File: src/rtl/uart_pkg.sv
// Shared definitions for the UART transmitter that reports switch changes.
// Optional feature: define UART_TX_PARITY_EN to add an even-parity bit (8E1).
package uart_pkg;

    typedef enum logic [2:0] {
        IDLE   = 3'd0,
        START  = 3'd1,
        DATA   = 3'd2,
        PARITY = 3'd3,
        STOP   = 3'd4
    } uart_state_e;

    localparam int   DATA_BITS  = 8;
    localparam int   STOP_BITS  = 1;
    localparam logic IDLE_LEVEL = 1'b1;

endpackage

File: src/rtl/uart_tx_on_change_if.sv
// Data/line bundle between the switch transport stage, the transmitter and its observer.
interface uart_tx_on_change_if;
    logic [7:0] data_in;
    logic       tx;
    logic       busy;
    logic       overrun;

    // Producer side: drives the byte, watches the line.
    modport master (output data_in, input tx, input busy, input overrun);
    // Transmitter side.
    modport slave  (input data_in, output tx, output busy, output overrun);
endinterface

File: src/rtl/uart_baud_cnt.sv
// Bit-period counter: pulses bit_done on the last clock of every UART bit.
// CNT_W must be wide enough that 2**CNT_W > CLKS_PER_BIT.
module uart_baud_cnt #(
    parameter int CLKS_PER_BIT = 434,
    parameter int CNT_W        = 16
) (
    input  logic clk,
    input  logic rst,
    input  logic clear,
    output logic bit_done
);
    localparam logic [CNT_W-1:0] LAST = CNT_W'(CLKS_PER_BIT - 1);

    logic [CNT_W-1:0] cnt;

    // Count 0..CLKS_PER_BIT-1 and wrap; clear pins it to 0 so a frame starts on a fresh bit.
    always_ff @(posedge clk or posedge rst) begin
        if (rst)
            cnt <= '0;
        else if (clear || cnt == LAST)
            cnt <= '0;
        else
            cnt <= cnt + 1'b1;
    end

    assign bit_done = (cnt == LAST);
endmodule

File: src/rtl/uart_tx_on_change.sv
// Serialises every change of the incoming byte on a UART line (8N1, LSB first).
// One pending slot absorbs a change that arrives mid-frame; newest value wins.
// Optional feature: define UART_TX_PARITY_EN to insert an even-parity bit before stop.
module uart_tx_on_change
    import uart_pkg::*;
#(
    parameter int CLKS_PER_BIT = 434,
    parameter int CNT_W        = 16
) (
    input  logic                 clk,
    input  logic                 rst,
    uart_tx_on_change_if.slave   bus
);
    localparam logic [2:0] S_IDLE   = IDLE;
    localparam logic [2:0] S_START  = START;
    localparam logic [2:0] S_DATA   = DATA;
`ifdef UART_TX_PARITY_EN
    localparam logic [2:0] S_PARITY = PARITY;
`endif
    localparam logic [2:0] S_STOP   = STOP;
    localparam logic [2:0] LAST_BIT = 3'(DATA_BITS - 1);

    logic [2:0] state;
    logic [7:0] prev_q;
    logic [7:0] shift_q;
    logic [7:0] pending_q;
    logic       pending_valid;
    logic [2:0] bit_idx;
    logic       tx_q;
    logic       busy_q;
    logic       overrun_q;
    logic       change;
    logic       bit_done;
    logic       stop_end;

    assign change   = (bus.data_in != prev_q);
    assign stop_end = (state == S_STOP) && bit_done;

    // Counter is held at zero while idle, so the start bit always gets a full period.
    uart_baud_cnt #(
        .CLKS_PER_BIT (CLKS_PER_BIT),
        .CNT_W        (CNT_W)
    ) u_baud (
        .clk      (clk),
        .rst      (rst),
        .clear    (state == S_IDLE),
        .bit_done (bit_done)
    );

    // Frame sequencer, change detector and pending-slot management.
    always_ff @(posedge clk or posedge rst) begin
        if (rst) begin
            state         <= S_IDLE;
            prev_q        <= 8'h00;
            shift_q       <= 8'h00;
            pending_q     <= 8'h00;
            pending_valid <= 1'b0;
            bit_idx       <= 3'd0;
            tx_q          <= IDLE_LEVEL;
            busy_q        <= 1'b0;
            overrun_q     <= 1'b0;
        end else begin
            prev_q    <= bus.data_in;
            overrun_q <= 1'b0;

            case (state)
                S_IDLE: begin
                    if (change) begin
                        shift_q <= bus.data_in;
                        state   <= S_START;
                        tx_q    <= 1'b0;
                        busy_q  <= 1'b1;
                    end
                end
                S_START: begin
                    if (bit_done) begin
                        state   <= S_DATA;
                        bit_idx <= 3'd0;
                        tx_q    <= shift_q[0];
                    end
                end
                S_DATA: begin
                    if (bit_done) begin
                        if (bit_idx == LAST_BIT) begin
`ifdef UART_TX_PARITY_EN
                            state <= S_PARITY;
                            tx_q  <= ^shift_q;
`else
                            state <= S_STOP;
                            tx_q  <= IDLE_LEVEL;
`endif
                        end else begin
                            bit_idx <= bit_idx + 3'd1;
                            tx_q    <= shift_q[bit_idx + 3'd1];
                        end
                    end
                end
`ifdef UART_TX_PARITY_EN
                S_PARITY: begin
                    if (bit_done) begin
                        state <= S_STOP;
                        tx_q  <= IDLE_LEVEL;
                    end
                end
`endif
                S_STOP: begin
                    if (bit_done) begin
                        if (change) begin
                            // Live input beats the pending slot; a valid pending byte is lost.
                            shift_q       <= bus.data_in;
                            overrun_q     <= pending_valid;
                            pending_valid <= 1'b0;
                            state         <= S_START;
                            tx_q          <= 1'b0;
                        end else if (pending_valid) begin
                            shift_q       <= pending_q;
                            pending_valid <= 1'b0;
                            state         <= S_START;
                            tx_q          <= 1'b0;
                        end else begin
                            state  <= S_IDLE;
                            busy_q <= 1'b0;
                        end
                    end
                end
                default: begin
                    state  <= S_IDLE;
                    tx_q   <= IDLE_LEVEL;
                    busy_q <= 1'b0;
                end
            endcase

            // Mid-frame change parks in the pending slot, overwriting any older one.
            if (state != S_IDLE && change && !stop_end) begin
                pending_q     <= bus.data_in;
                pending_valid <= 1'b1;
                overrun_q     <= pending_valid;
            end
        end
    end

    assign bus.tx      = tx_q;
    assign bus.busy    = busy_q;
    assign bus.overrun = overrun_q;
endmodule

File: src/flat_wrapper.sv
// flat-port wrapper written by rule: the top's interface ports become plain ports
module uart_tx_on_change_flat import uart_pkg::*;
#(
    parameter int CLKS_PER_BIT = 434,
    parameter int CNT_W        = 16
)
  (clk, rst, bus_data_in, bus_tx, bus_busy, bus_overrun);
  uart_tx_on_change_if bus_i ();
  input  logic clk;
  input  logic rst;
  input wire logic [$bits(bus_i.data_in)-1:0] bus_data_in;
  output wire logic [$bits(bus_i.tx)-1:0] bus_tx;
  output wire logic [$bits(bus_i.busy)-1:0] bus_busy;
  output wire logic [$bits(bus_i.overrun)-1:0] bus_overrun;
  assign bus_i.data_in = bus_data_in;
  assign bus_tx = bus_i.tx;
  assign bus_busy = bus_i.busy;
  assign bus_overrun = bus_i.overrun;
  uart_tx_on_change #(.CLKS_PER_BIT(CLKS_PER_BIT), .CNT_W(CNT_W)) u_core (.clk(clk), .rst(rst), .bus(bus_i));
endmodule
File: config.mk
export PLATFORM = sky130hd
export DESIGN_NAME = uart_tx_on_change_flat
export DESIGN_NICKNAME = d
export VERILOG_FILES = /design/src/rtl/uart_pkg.sv /design/src/rtl/uart_tx_on_change_if.sv /design/src/rtl/uart_baud_cnt.sv /design/src/rtl/uart_tx_on_change.sv /design/src/flat_wrapper.sv
export SDC_FILE = /design/constraint.sdc
export NUM_CORES = 1
export LEC_CHECK = 0
export BUFFER_PORTS_ARGS = -buffer_cell sky130_fd_sc_hd__buf_2
export CORE_ASPECT_RATIO = 0.6
export CORE_MARGIN = 2
export CORE_UTILIZATION = 50
export CTS_BUF_LIST = sky130_fd_sc_hd__clkbuf_4 sky130_fd_sc_hd__clkbuf_8
export CTS_CLUSTER_DIAMETER = 50
export DETAILED_ROUTE_END_ITERATION = 12
export PLACE_DENSITY_LB_ADDON = 0.05
export SLEW_MARGIN = 15
export SYNTH_ARGS = -nofsm -noshare
export SYNTH_HDL_FRONTEND = slang
export SYNTH_SLANG_ARGS = --single-unit
File: constraint.sdc
create_clock -name clk -period 2.2 [get_ports clk]
set_input_delay 0.22 -clock clk [delete_from_list [all_inputs] [get_ports clk]]
set_output_delay 0.22 -clock clk [all_outputs]
set_load 0.01 [all_outputs]
==> impl_results.md <==
- Worst VDD drop: roughly 540 µV
- Grt ovf: 0
- Post-Synthesis Cell Area: between 2000 and 2500 µm²
- Least-Margin Pin Slew: 0.572 ns
- TNS Setup: 0 ns
- DIE HEIGHT: between 50 and 60 µm
- Synth Warn #: 0
- Sequential share of power: between 50 and 60%
- Ys async rst share: 100%
- Largest net degree at the start of global routing: 27
- Die area: approximately 5400 µm²
- Overall routing resource usage: 19.2%
- 1st-iter DRT viols: 65
- Nets: 246
- P_int: 1580 µW
- Routability Congestion: around 0.86
- Fin. Hold Viols: 0
- Area of the core: 4610 µm²
- Crit Path Class: register to register
- Unrepaired setup endpoints after global routing: false
- Drt wl/cell: 15.7 µm
- Root Buffer Master: clkbuf_8
- Final Slew Violations: 0
- Critical path arrival: 2.19 ns
- Setup Buffers After CTS: 0
- Pwr Density: approximately 740 nW/µm²
- CTS clk-pin slew, worst paths: approximately 0.09 ns
- Share of post-route cells with drive strength above 1: between 20% and 30%
- Logic pwr share: a little under a tenth
- First-pass detailed-route iteration total: 4
- CTS tree: done
- Via count: ~1600
- Register area share after synthesis: 51.7%
- DP HPWL: approximately 3.4 mm
- Vias in the first global route: roughly 1500
- # rows: 19
- Worst min-delay path class: input port to register
- Crit path cell chain: inv_1 > ha_1 > nor3b_1 > nand4_1 > nand2_1 > and3_2 > mux2_4
- Placed cell area: 2620 µm²
- Fmax achieved: roughly 0.5 GHz
- # clock sinks: 50
- Status: complete, no violations
- Post-Syn Instances: 209
- Initial antenna violation count: 0
- Netlist cell types: 38
- Slowest cell on the critical path: dfrtp_1
- Die width: 93.9 µm
- CP Max Fanout: 8
- Top cells by area in the synthesized netlist: dfrtp_1 51%, mux2_2 7.9%, xor2_1 5.8%
- Max incr delay on CP: 0.43 ns
- Routed via count divided by cell count: 5.47
- H-tree Lvls: 2
- Main synth FF type: dfrtp_1
- Clock power frac: a little under two fifths
- Area share of the largest cell type after synthesis: approximately 50%
- Psw: 489 µW
- I/O Pins: 13
- Max-Slew Margin vs Limit: 61.8%
- Port Buf Inserts: 12
- Post-route ant nets: 0
- Syn Nets: 223
- CTS Buf Count: 5
- Crit start category: register
- Crit path capture type: register
- Design area: 2780 µm²
- Post-synth top area cell: dfrtp_1
- Starting Density: 52.6%
- Final WL: roughly 4.7 mm
- Clk_lat worst skew: 0.30 ns
- CTS max path bufs: 2
- Number of synthesized flops with an enable pin: 0
- Setup slack, reg-to-reg: 0.20 ns
- Buf/Inv on CP: 1
- Worst Path Required: 2.39 ns
- Max_cap viols: 0
- Final count of negative-setup-slack endpoints: 0
- Final-layout fill cell count: approximately 380
- Switching power share of the total: 23.6%
- Area Growth Syn to Fin: 14.7%
- CP top delay family: simple AND/OR/NAND/NOR gates
- Period utilisation layout: 90.9%
- Mean area per synthesized cell: between 10 and 15 µm²
- Min cycle time layout: 2.00 ns
- First-pass GRT wire length: 7.93 mm
- Yosys reg bits: 50
- Leak: 0.00123 µW
- DRC violations left: 0
- Diodes inserted: 0
- Clock Skew: between 0.004 and 0.005 ns
[kinds of logic (layout without fill, tap and decap cells)]
family / count (synthesis) / in the layout / synth area share (%)
AOI/OAI and AO/OA: 17 / 17 / 4.90
xor gates and xnor gates: 23 / 23 / 8.31
adders and majority gates: 5 / 5 / 2.48
buffers and inverters: 11 / 35 / 1.86
DFF: 50 / 50 / 51.7
muxes: 31 / 31 / 15.8
and+or+nand+nor: 72 / 72 / 15.0
[power groups by stage]
stage          sequential, µW  clock [µW]  combinational [µW]
6_report                 1080         792                 197
5_1_grt                  1100         855                 225
4_1_cts                  1080         810                 197
3_5_place_dp             1090           0                 194
3_3_place_gp             1090           0                 186
2_1_floorplan            1070           0                 148
[worst reg2reg max path: stages (launching register included)]
cell     delay (ns)
dfrtp_1        0.43
inv_1          0.07
ha_1           0.13
nor3b_1        0.27
nand4_1        0.17
nand2_1        0.13
and3_2         0.37
mux2_4         0.34
[registers in the layout, summed over array words and instances, names as in the netlist]
| name | cells |
|---|---|
| u_core.u_baud.cnt | 16 |
| u_core.pending_q | 8 |
| u_core.prev_q | 8 |
| u_core.shift_q | 8 |
| u_core.bit_idx | 3 |
| u_core.state | 3 |
| u_core.bus.busy | 1 |
| u_core.bus.overrun | 1 |
| u_core.bus.tx | 1 |
| u_core.pending_valid | 1 |
[cell type report]
type | instances | area [µm²] | share of cell area [%]
flip-flops and latches | 50 | 1250 | 45.0
inverters | 5 | 18.8 | 0.675
well taps | 63 | 78.8 | 2.84
clock inverters | 2 | 60.1 | 2.16
multi-input cells | 148 | 1140 | 40.9
clock buffers | 6 | 82.6 | 2.97
repair buffers | 22 | 150 | 5.40
[path summary, 6_finish.rpt]
check / start / endpoint / depth (start not counted)
max: u_core.u_baud.cnt[1] / u_core.shift_q[2] / 7
min: bus_data_in[7] / u_core.prev_q[7] / 1
max reg2reg: u_core.u_baud.cnt[1] / u_core.shift_q[2] / 7
min reg2reg: u_core.bus.tx / u_core.bus.tx / 2
max in group asynchronous: rst / u_core.bit_idx[1] / 4
min in group asynchronous: rst / u_core.pending_q[0] / 3
[routing by layer]
| metal | vias to the layer above | track usage [%] | wire length [µm] |
|---|---|---|---|
| met3 | 2 | 4.29 | 182 |
| met2 | 36 | 26.2 | 1940 |
| met5 | - | 0 | 0 |
| li1 | 773 | - | - |
| met4 | 0 | 4.35 | 16 |
| met1 | 807 | 30.8 | 2510 |
[synth_stat cells, types with 3 or more instances]
| cell | number |
|---|---|
| dfrtp_1 | 49 |
| nor2_1 | 27 |
| mux2_2 | 17 |
| xor2_1 | 16 |
| nand2_1 | 13 |
| mux2_4 | 8 |
| nand3_1 | 7 |
| xnor2_1 | 7 |
| a21oi_1 | 5 |
| clkbuf_1 | 5 |
| inv_1 | 5 |
| mux2i_1 | 5 |
| and3_1 | 4 |
| ha_1 | 4 |
| nand4_1 | 4 |
| nor3_1 | 3 |
[layout by cell type (no fill, tap or decap), types with 4 or more instances in the layout]
| master | n |
|---|---|
| dfrtp_1 | 49 |
| nor2_1 | 27 |
| mux2_2 | 17 |
| xor2_1 | 16 |
| nand2_1 | 13 |
| buf_2 | 12 |
| mux2_4 | 8 |
| buf_4 | 8 |
| nand3_1 | 7 |
| xnor2_1 | 7 |
| clkbuf_8 | 6 |
| a21oi_1 | 5 |
| mux2i_1 | 5 |
| nand4_1 | 4 |
| inv_1 | 4 |
| ha_1 | 4 |
[what timing repair did]
| item | CTS | global route |
|---|---|---|
| resized for setup | 0 | 2 |
| endpoints found under the setup margin | 0 | 8 |
| hold buffers | 1 | 0 |
| hold endpoints to repair | 24 | 0 |
[stage by stage]
step           util (%)  setup slack (ns)  cells  power [µW]  hold slack [ns]
6_report           60.3             0.201    296        2070           0.0629
5_1_grt            60.3            0.0780    296        2180           0.0515
4_1_cts            60.1            0.0214    296        2080           0.0561
3_5_place_dp       56.8            0.0249    287        1290            0.316
3_3_place_gp       56.8            0.0649    287        1280            0.292
2_1_floorplan         -             0.319    209        1220            0.251
(Power assumes the default switching activity.)
